[config.mk]
export PLATFORM = sky130hd
export DESIGN_NAME = mem_access
export DESIGN_NICKNAME = d
export VERILOG_FILES = /design/src/rtl/mem_access.sv
export SDC_FILE = /design/constraint.sdc
export NUM_CORES = 1
export LEC_CHECK = 0
export BUFFER_PORTS_ARGS = -buffer_cell sky130_fd_sc_hd__buf_2
export CORE_ASPECT_RATIO = 0.9
export CORE_MARGIN = 2
export CORE_UTILIZATION = 52
export CTS_CLUSTER_SIZE = 16
export DETAILED_ROUTE_END_ITERATION = 6
export MAX_ROUTING_LAYER = met4
export PLACE_DENSITY_LB_ADDON = 0.25
export RECOVER_POWER = 50
export SLEW_MARGIN = 20
export SYNTH_ARGS = -nofsm -noshare
export SYNTH_HDL_FRONTEND = slang
export SYNTH_SLANG_ARGS = --single-unit
[constraint.sdc]
create_clock -name i_clk -period 10 [get_ports i_clk]
set_input_delay 1 -clock i_clk [delete_from_list [all_inputs] [get_ports i_clk]]
set_output_delay 1 -clock i_clk [all_outputs]
set_load 0.005 [all_outputs]
[src/rtl/mem_access.sv]
// mem_access: memory-access stage of the 64-bit RISC-V pipeline.
//
// Sits between execute and write-back. Non-memory instructions pass through
// the output registers with one cycle of latency. Loads and stores are
// latched on acceptance and issued on a req/ready data-memory port. Load data
// is lane-selected and sign/zero-extended. The stage stalls upstream while a
// transaction is outstanding.
//
// Ports:
//   i_clk, i_rst_n         clock, synchronous active-low reset
//   i_stall                external hazard stall (freezes acceptance/outputs)
//   i_valid ... i_mem_to_reg  instruction and control from execute
//   o_mem_req/we/addr/wdata/wstrb, i_mem_ready, i_mem_rdata  memory port
//   o_alu_result ... o_mem_to_reg  registered results to write-back
//   o_misaligned           one-cycle pulse when a misaligned access is dropped
//   o_stall                stage cannot accept a new instruction
module mem_access #(
  parameter int XLEN = 64
) (
  input  logic            i_clk,
  input  logic            i_rst_n,
  input  logic            i_stall,
  input  logic            i_valid,
  input  logic [31:0]     i_instruction,
  input  logic [XLEN-1:0] i_alu_result,
  input  logic [XLEN-1:0] i_rs2_data,
  input  logic            i_mem_read,
  input  logic            i_mem_write,
  input  logic            i_reg_write,
  input  logic            i_mem_to_reg,
  output logic            o_mem_req,
  output logic            o_mem_we,
  output logic [XLEN-1:0] o_mem_addr,
  output logic [XLEN-1:0] o_mem_wdata,
  output logic [7:0]      o_mem_wstrb,
  input  logic            i_mem_ready,
  input  logic [XLEN-1:0] i_mem_rdata,
  output logic [XLEN-1:0] o_alu_result,
  output logic [XLEN-1:0] o_mem_data,
  output logic [31:0]     o_instruction,
  output logic            o_reg_write,
  output logic            o_mem_to_reg,
  output logic            o_misaligned,
  output logic            o_stall
);

  typedef enum logic [1:0] {
    IDLE = 2'b00,
    REQ  = 2'b01,
    HOLD = 2'b10
  } state_t;

  localparam logic [31:0] NOP = 32'h0000_0013;

  // funct3[1:0] encodes the access size for every load and store variant,
  // including 111 which behaves as a doubleword.
  function automatic logic misaligned_f(input logic [1:0] sz, input logic [2:0] off);
    case (sz)
      2'b00:   misaligned_f = 1'b0;
      2'b01:   misaligned_f = off[0];
      2'b10:   misaligned_f = |off[1:0];
      default: misaligned_f = |off;
    endcase
  endfunction

  function automatic logic [7:0] strb_f(input logic [1:0] sz, input logic [2:0] off);
    logic [7:0] mask;
    case (sz)
      2'b00:   mask = 8'h01;
      2'b01:   mask = 8'h03;
      2'b10:   mask = 8'h0F;
      default: mask = 8'hFF;
    endcase
    strb_f = mask << off;
  endfunction

  function automatic logic [XLEN-1:0] wdata_f(input logic [XLEN-1:0] rs2, input logic [2:0] off);
    wdata_f = rs2 << {off, 3'b000};
  endfunction

  function automatic logic [XLEN-1:0] load_ext_f(input logic [XLEN-1:0] rdata,
                                                 input logic [2:0]      f3,
                                                 input logic [2:0]      off);
    logic [XLEN-1:0] sh;
    sh = rdata >> {off, 3'b000};
    case (f3)
      3'b000:  load_ext_f = {{(XLEN-8){sh[7]}}, sh[7:0]};
      3'b001:  load_ext_f = {{(XLEN-16){sh[15]}}, sh[15:0]};
      3'b010:  load_ext_f = {{(XLEN-32){sh[31]}}, sh[31:0]};
      3'b100:  load_ext_f = {{(XLEN-8){1'b0}}, sh[7:0]};
      3'b101:  load_ext_f = {{(XLEN-16){1'b0}}, sh[15:0]};
      3'b110:  load_ext_f = {{(XLEN-32){1'b0}}, sh[31:0]};
      default: load_ext_f = sh;
    endcase
  endfunction

  state_t state;

  logic            is_mem;
  logic            mis_addr;
  logic            accept;
  logic            accept_mem;
  logic            accept_mis;
  logic [XLEN-1:0] load_data_p0;

  // Latched transaction (stage 0: accepted, waiting for memory)
  logic [XLEN-1:0] alu_p0;
  logic [31:0]     instr_p0;
  logic            rw_p0;
  logic            m2r_p0;
  logic [2:0]      f3_p0;
  logic [2:0]      off_p0;
  logic            store_p0;

  // Completed result parked while write-back is stalled (stage 1)
  logic [XLEN-1:0] hold_data_p1;

  assign is_mem     = i_mem_read | i_mem_write;
  assign mis_addr   = misaligned_f(i_instruction[13:12], i_alu_result[2:0]);
  assign accept     = i_valid & ~i_stall & (state == IDLE);
  assign accept_mem = accept & is_mem & ~mis_addr;
  assign accept_mis = accept & is_mem & mis_addr;

  assign o_stall = (state == REQ) | (state == HOLD) |
                   ((state == IDLE) & i_valid & is_mem & ~mis_addr);

  // Stores write nothing back from memory, so their data result is zero.
  assign load_data_p0 = store_p0 ? '0 : load_ext_f(i_mem_rdata, f3_p0, off_p0);

  // ---- stage 0: transaction latch (data only, no reset needed) ----
  always_ff @(posedge i_clk) begin
    if (accept_mem) begin
      alu_p0   <= i_alu_result;
      instr_p0 <= i_instruction;
      rw_p0    <= i_reg_write;
      m2r_p0   <= i_mem_to_reg;
      f3_p0    <= i_instruction[14:12];
      off_p0   <= i_alu_result[2:0];
      store_p0 <= i_mem_write;
    end
    if ((state == REQ) && i_mem_ready && i_stall) begin
      hold_data_p1 <= load_data_p0;
    end
  end

  // ---- stage 1: FSM, memory port and write-back output registers ----
  always_ff @(posedge i_clk) begin
    if (!i_rst_n) begin
      state         <= IDLE;
      o_mem_req     <= 1'b0;
      o_mem_we      <= 1'b0;
      o_mem_wstrb   <= 8'h00;
      o_mem_addr    <= '0;
      o_mem_wdata   <= '0;
      o_alu_result  <= '0;
      o_mem_data    <= '0;
      o_instruction <= NOP;
      o_reg_write   <= 1'b0;
      o_mem_to_reg  <= 1'b0;
      o_misaligned  <= 1'b0;
    end else begin
      o_misaligned <= 1'b0;
      case (state)
        IDLE: begin
          if (!i_stall) begin
            // Default: bubble; overridden by a non-memory accept below.
            o_alu_result  <= '0;
            o_mem_data    <= '0;
            o_instruction <= NOP;
            o_reg_write   <= 1'b0;
            o_mem_to_reg  <= 1'b0;
            if (accept_mem) begin
              state       <= REQ;
              o_mem_req   <= 1'b1;
              o_mem_we    <= i_mem_write;
              o_mem_addr  <= {i_alu_result[XLEN-1:3], 3'b000};
              o_mem_wdata <= i_mem_write ? wdata_f(i_rs2_data, i_alu_result[2:0]) : '0;
              o_mem_wstrb <= i_mem_write ? strb_f(i_instruction[13:12], i_alu_result[2:0])
                                         : 8'h00;
            end else if (accept_mis) begin
              o_misaligned <= 1'b1;
            end else if (accept) begin
              o_alu_result  <= i_alu_result;
              o_instruction <= i_instruction;
              o_reg_write   <= i_reg_write;
              o_mem_to_reg  <= i_mem_to_reg;
            end
          end
        end
        REQ: begin
          if (i_mem_ready) begin
            o_mem_req   <= 1'b0;
            o_mem_we    <= 1'b0;
            o_mem_wstrb <= 8'h00;
            if (!i_stall) begin
              state         <= IDLE;
              o_alu_result  <= alu_p0;
              o_mem_data    <= load_data_p0;
              o_instruction <= instr_p0;
              o_reg_write   <= rw_p0;
              o_mem_to_reg  <= m2r_p0;
            end else begin
              state <= HOLD;
            end
          end else if (!i_stall) begin
            o_alu_result  <= '0;
            o_mem_data    <= '0;
            o_instruction <= NOP;
            o_reg_write   <= 1'b0;
            o_mem_to_reg  <= 1'b0;
          end
        end
        HOLD: begin
          if (!i_stall) begin
            state         <= IDLE;
            o_alu_result  <= alu_p0;
            o_mem_data    <= hold_data_p1;
            o_instruction <= instr_p0;
            o_reg_write   <= rw_p0;
            o_mem_to_reg  <= m2r_p0;
          end
        end
        default: state <= IDLE;
      endcase
    end
  end

endmodule

# Word-level counts from Yosys, hierarchy flattened

Cells that the tools add are included.

Bits of input ports: 233
Output and inout bits: 302
Flip-flop bits (word level): 469
Logic and storage cells: 132

Equal/unequal tests: 15
Shift-type cells: 3
Bitwise operators: 15
Mux-type cells: 64
Reduce and logical (&&, ||, !) cells: 15

Operators by type and width:

| cell                                          | number |
|---|---|
| 2-to-1 mux 64 bit                             | 13 |
| case mux 64 bit (3 select lines)              | 2 |
| case mux 64 bit (6 select lines)              | 1 |
| 2-to-1 mux 32 bit                             | 7 |
| case mux 32 bit (3 select lines)              | 1 |
| 2-to-1 mux 8 bit                              | 8 |
| left shift 64 x 6 -> 64 bit                   | 1 |
| >> shifter 64 x 6 -> 64 bit                   | 1 |
| case mux 8 bit (3 select lines)               | 1 |
| 2-to-1 mux 1 bit                              | 19 |
| case mux 8 bit (2 select lines)               | 1 |
| 2-to-1 mux 2 bit                              | 5 |
| == test 3 bit, second input constant          | 3 |
| case mux 1 bit (3 select lines)               | 3 |
| AND reduction 3 bit                           | 3 |
| bitwise AND 1 bit                             | 8 |
| != test 2 bit, second input constant          | 4 |
| AND reduction 4 bit                           | 2 |
| left shift 8 x 3 -> 8 bit                     | 1 |
| != test 3 bit, second input constant          | 2 |
| case mux 2 bit (3 select lines)               | 1 |
| == test 2 x 1 -> 1 bit, second input constant | 2 |
| == test 2 bit, second input constant          | 2 |
| logical NOT 2 bit                             | 2 |
| 12 further kinds                              | 19 |

# Longest topological paths before layout

Depth in word-level cells: 14
Depth in mapped cells: 11
Gate-level depth less buffers: 7

# Worst setup path after synthesis

OpenSTA, ideal clock, no wires.

Kind: input-to-reg
Start: input i_instruction[13]
End: register alu_p0[0] (enable)
Library setup time: 0.416 ns
Path buffers: 4
Data arrival time: 3.379 ns
Required time: 9.584 ns
Path slack: 6.204 ns
Stages: 7
Path through: buf_2 -> o21ai_0 -> o2111ai_1 -> clkbuf_1 -> inv_2 -> buf_2 -> buf_2

Cells in the longest elaborated chain, start to end: 4
Elaborated cells on any way between the ends: 6
Classes of those cells: eq/ne: 2; mux: 1; bitwise: 2; reduce/logical: 1

RTL lines:

| element                                     | RTL line | RTL |
|---|---|---|
| start: declaration                          | 24       | `input logic [31:0] i_instruction,` |
| == test 2 bit, or another cell as far along | 58       | `case (sz)` |
| case mux 1 bit (3 select lines) (*)         | 58       |  |
| inverter 1 bit (*)                          | 121      | `assign accept_mem = accept & is_mem & ~mis_addr;` |
| bitwise AND 1 bit (*)                       | 121      |  |
| net accept_mem                              | 102      | `logic accept_mem;` |
| end signal: assignment                      | 133      | `alu_p0 <= i_alu_result;` |
| end: declaration                            | 107      | `logic [XLEN-1:0] alu_p0;` |

The timed path passes the listed nets; every way through them passes the cells marked *.
A chain may end at the register's enable or synchronous reset.

==> impl_metrics.py <==
metrics = {
    "cts": {
        "cts_buffers": 50,
        "hold_buffers": 0,
        "root_buffer": "clkbuf_16",
        "cts_num_sinks": 463,
        "insertion_delay_ns": 0.58,
        "cts_tree": "built",
        "ctsResizeCount": 0,
        "clk_pin_slew_worst_paths_ns": 0.06,
        "cts_setup_buffers": 0,
        "cts_buffer_depth": 3,
        "htree_num_levels": 2,
    },
    "detailed_routing": {
        "wl_per_cell_um": 22.7,
        "drc": 0,
        "first_pass_iters": 6,
        "drt-total-wl_um": 69800,
        "first_iter_violations": 1682,
        "viasPerCell": 6.07,
        "vias": 18629,
        "ant_nets": 0,
    },
    "power": {
        "clkPwrFrac": 0.453,
        "switchingPower_mw": 1.04,
        "irDropWorstVdd_mv": 0.130,
        "pwr-share-comb": 0.086,
        "swShare": 0.239,
        "seq_power_share": 0.460,
        "powerDensity_nw_per_um2": 170,
        "finalPower_mw": 4.34,
        "p_leak_nw": 9.59,
        "p_int_mw": 3.30,
    },
    "placed_design": {
        "port_buffers": 531,
        "dp_hpwl_um": 46700,
        "dp.cells": 2967,
        "place_area_um2": 24100,
        "place.gp.congestion": 0.926,
    },
    "yosys": {
        "ys_top_cells_by_area": "dfxtp_1, edfxtp_1, nand2_1, mux2i_1, o2bb2ai_1",
        "synth_cell_types": 67,
        "yosysSeqAreaShare": 0.513,
        "synth_top_cell_by_area": "dfxtp_1",
        "synth_area_um2": 21200,
        "ys_top_cells_by_count": "dfxtp_1, nand2_1, edfxtp_1",
        "yosys.cell_count.top_type": "dfxtp_1",
        "synth-async-reset-ratio": 0,
        "synth_top_area_share": 0.283,
        "synthCells": 2069,
        "yosys_warnings": 0,
        "ys_seq_elements": 463,
        "synth_edf_count": 163,
        "synth-main-ff-cell": "dfxtp_1",
        "syn_avg_cell_area_um2": 10.3,
    },
    "die": {
        "die_area_um2": 42500,
        "ioPinCount": 535,
        "die_y_um": 196,
        "rows": 70,
        "die_x_um": 217,
        "start_util": 0.525,
        "core_um2": 40500,
    },
    "cells_and_area": {
        "multi_input_comb_area_um2": 9550,
        "drive_gt1_frac": 0.174,
        "seq_area_um2": 10900,
        "nFillCells": 3525,
        "nets": 2716,
        "design_area_um2": 25500,
        "area_delta_synth_final_pct": 20.1,
        "instances_no_fill": 3070,
    },
    "sta": {
        "hold_viol": 0,
        "post-route-period-util": 0.556,
        "max_freq_mhz": 180,
        "fin_crit_ns": 5.56,
        "skew_ns": 0.00983,
        "slew_violations": 281,
        "setup_tns_ns": 0,
        "rsz0062_at_grt": "no",
        "finalSetupViolCount": 0,
        "timing.slew.headroom": -1.73,
        "worst_pin_slew_ns": 4.10,
    },
    "worst_setup_path": {
        "worstRegToRegCells": 6,
        "cp_max_fo": 67,
        "cp-end-kind": "register",
        "crit_required_ns": 10.52,
        "rrSetupSlack_ns": 4.44,
        "cp.arrival_ns": 6.08,
        "critPathLaunchType": "register",
        "critical_path_class": "register to register",
    },
    "grt": {
        "track_usage": 0.326,
        "grt_pass1_vias": 18126,
        "antenna_found_initial": 7,
        "overflow": 0,
        "grt_max_degree": 120,
        "grt_pass1_wl_um": 106000,
    },
    "outcome": {
        "outcome": "finished, violations left",
        "violations": "max-capacitance violations, max-slew violations",
    },
    "min_path": {
        "hold_path_class": "register to register",
        "hold_depth": 2,
    },
    "run": {
        "cap_viol_max_count": 5,
    },
}
-- placed cells by master, fill, tap and decap left out, types with 95 or more instances in the layout --
cell	count
dfxtp_1	300
clkbuf_1	288
nand2_1	264
buf_2	254
edfxtp_1	163
a22oi_1	103
nor2_1	101
mux2i_1	99
and2_1	99
o2bb2ai_1	95
-- per-layer routing --
layer | wire [um] | track usage
met5 | 0 | -
met4 | 2930 | 0.137
met3 | 6400 | 0.0687
met2 | 32200 | 0.496
met1 | 28200 | 0.425
-- per-stage QoR --
step / utilization / hold WS [ns] / setup WS (ns)
4_1_cts: 0.638 / 0.436 / 6.17
3_3_place_gp: 0.594 / 0.421 / 5.64
2_1_floorplan: - / 0.435 / 6.20
6_report: 0.630 / 0.435 / 4.44
3_5_place_dp: 0.595 / 0.428 / 5.59
5_1_grt: 0.630 / 0.455 / 4.15
-- path summary, 6_finish.rpt --
check	start	end
max	alu_p0[0]$_DFFE_PP_	o_mem_data[19]$_SDFFE_PN0P_
min	o_mem_data[2]$_SDFFE_PN0P_	o_mem_data[2]$_SDFFE_PN0P_
max reg2reg	alu_p0[0]$_DFFE_PP_	o_mem_data[19]$_SDFFE_PN0P_
min reg2reg	o_mem_data[2]$_SDFFE_PN0P_	o_mem_data[2]$_SDFFE_PN0P_
-- power by group through the flow --
| stage | clock network (mW) | registers (mW) | logic [mW] |
|---|---|---|---|
| after CTS | 1.98 | 1.99 | 0.374 |
| after floorplan | 0 | 2.03 | 0.212 |
| final | 1.97 | 2.00 | 0.375 |
| after global routing | 2.06 | 2.00 | 0.403 |
| after global placement | 0 | 2.03 | 0.365 |
| after detailed placement | 0 | 2.03 | 0.372 |
-- logic make-up (layout without fill, tap and decap cells) --
| family | count (synthesis) | after routing | synth area share |
|---|---|---|---|
| fa+ha+maj | 4 | 4 | 0.00236 |
| simple gates | 587 | 587 | 0.129 |
| compound gates | 642 | 642 | 0.227 |
| buf+inv | 216 | 666 | 0.0421 |
| flops | 463 | 463 | 0.513 |
| mux | 156 | 156 | 0.0864 |
| other cells | 1 | 12 | 0.000177 |
-- final cells by class --
class                           instances  area share
Clock inverter                         20      0.0110
Tap cell                              540      0.0265
Multi-Input combinational cell       1392       0.374
Inverter                               16     0.00265
Sequential cell                       463       0.427
Timing Repair Buffer                  556      0.0991
Clock buffer                           74      0.0581
Antenna cell                            9    0.000883
-- worst max-delay path, stage by stage, from the launching register on --
cell	delay (ns)
edfxtp_1	0.32
clkbuf_1	2.77
mux2i_1	0.52
o2bb2ai_2	0.32
or4_1	0.64
a21boi_2	0.66
a221o_1	0.22
Note: power is estimated with default switching activity, not from simulation.
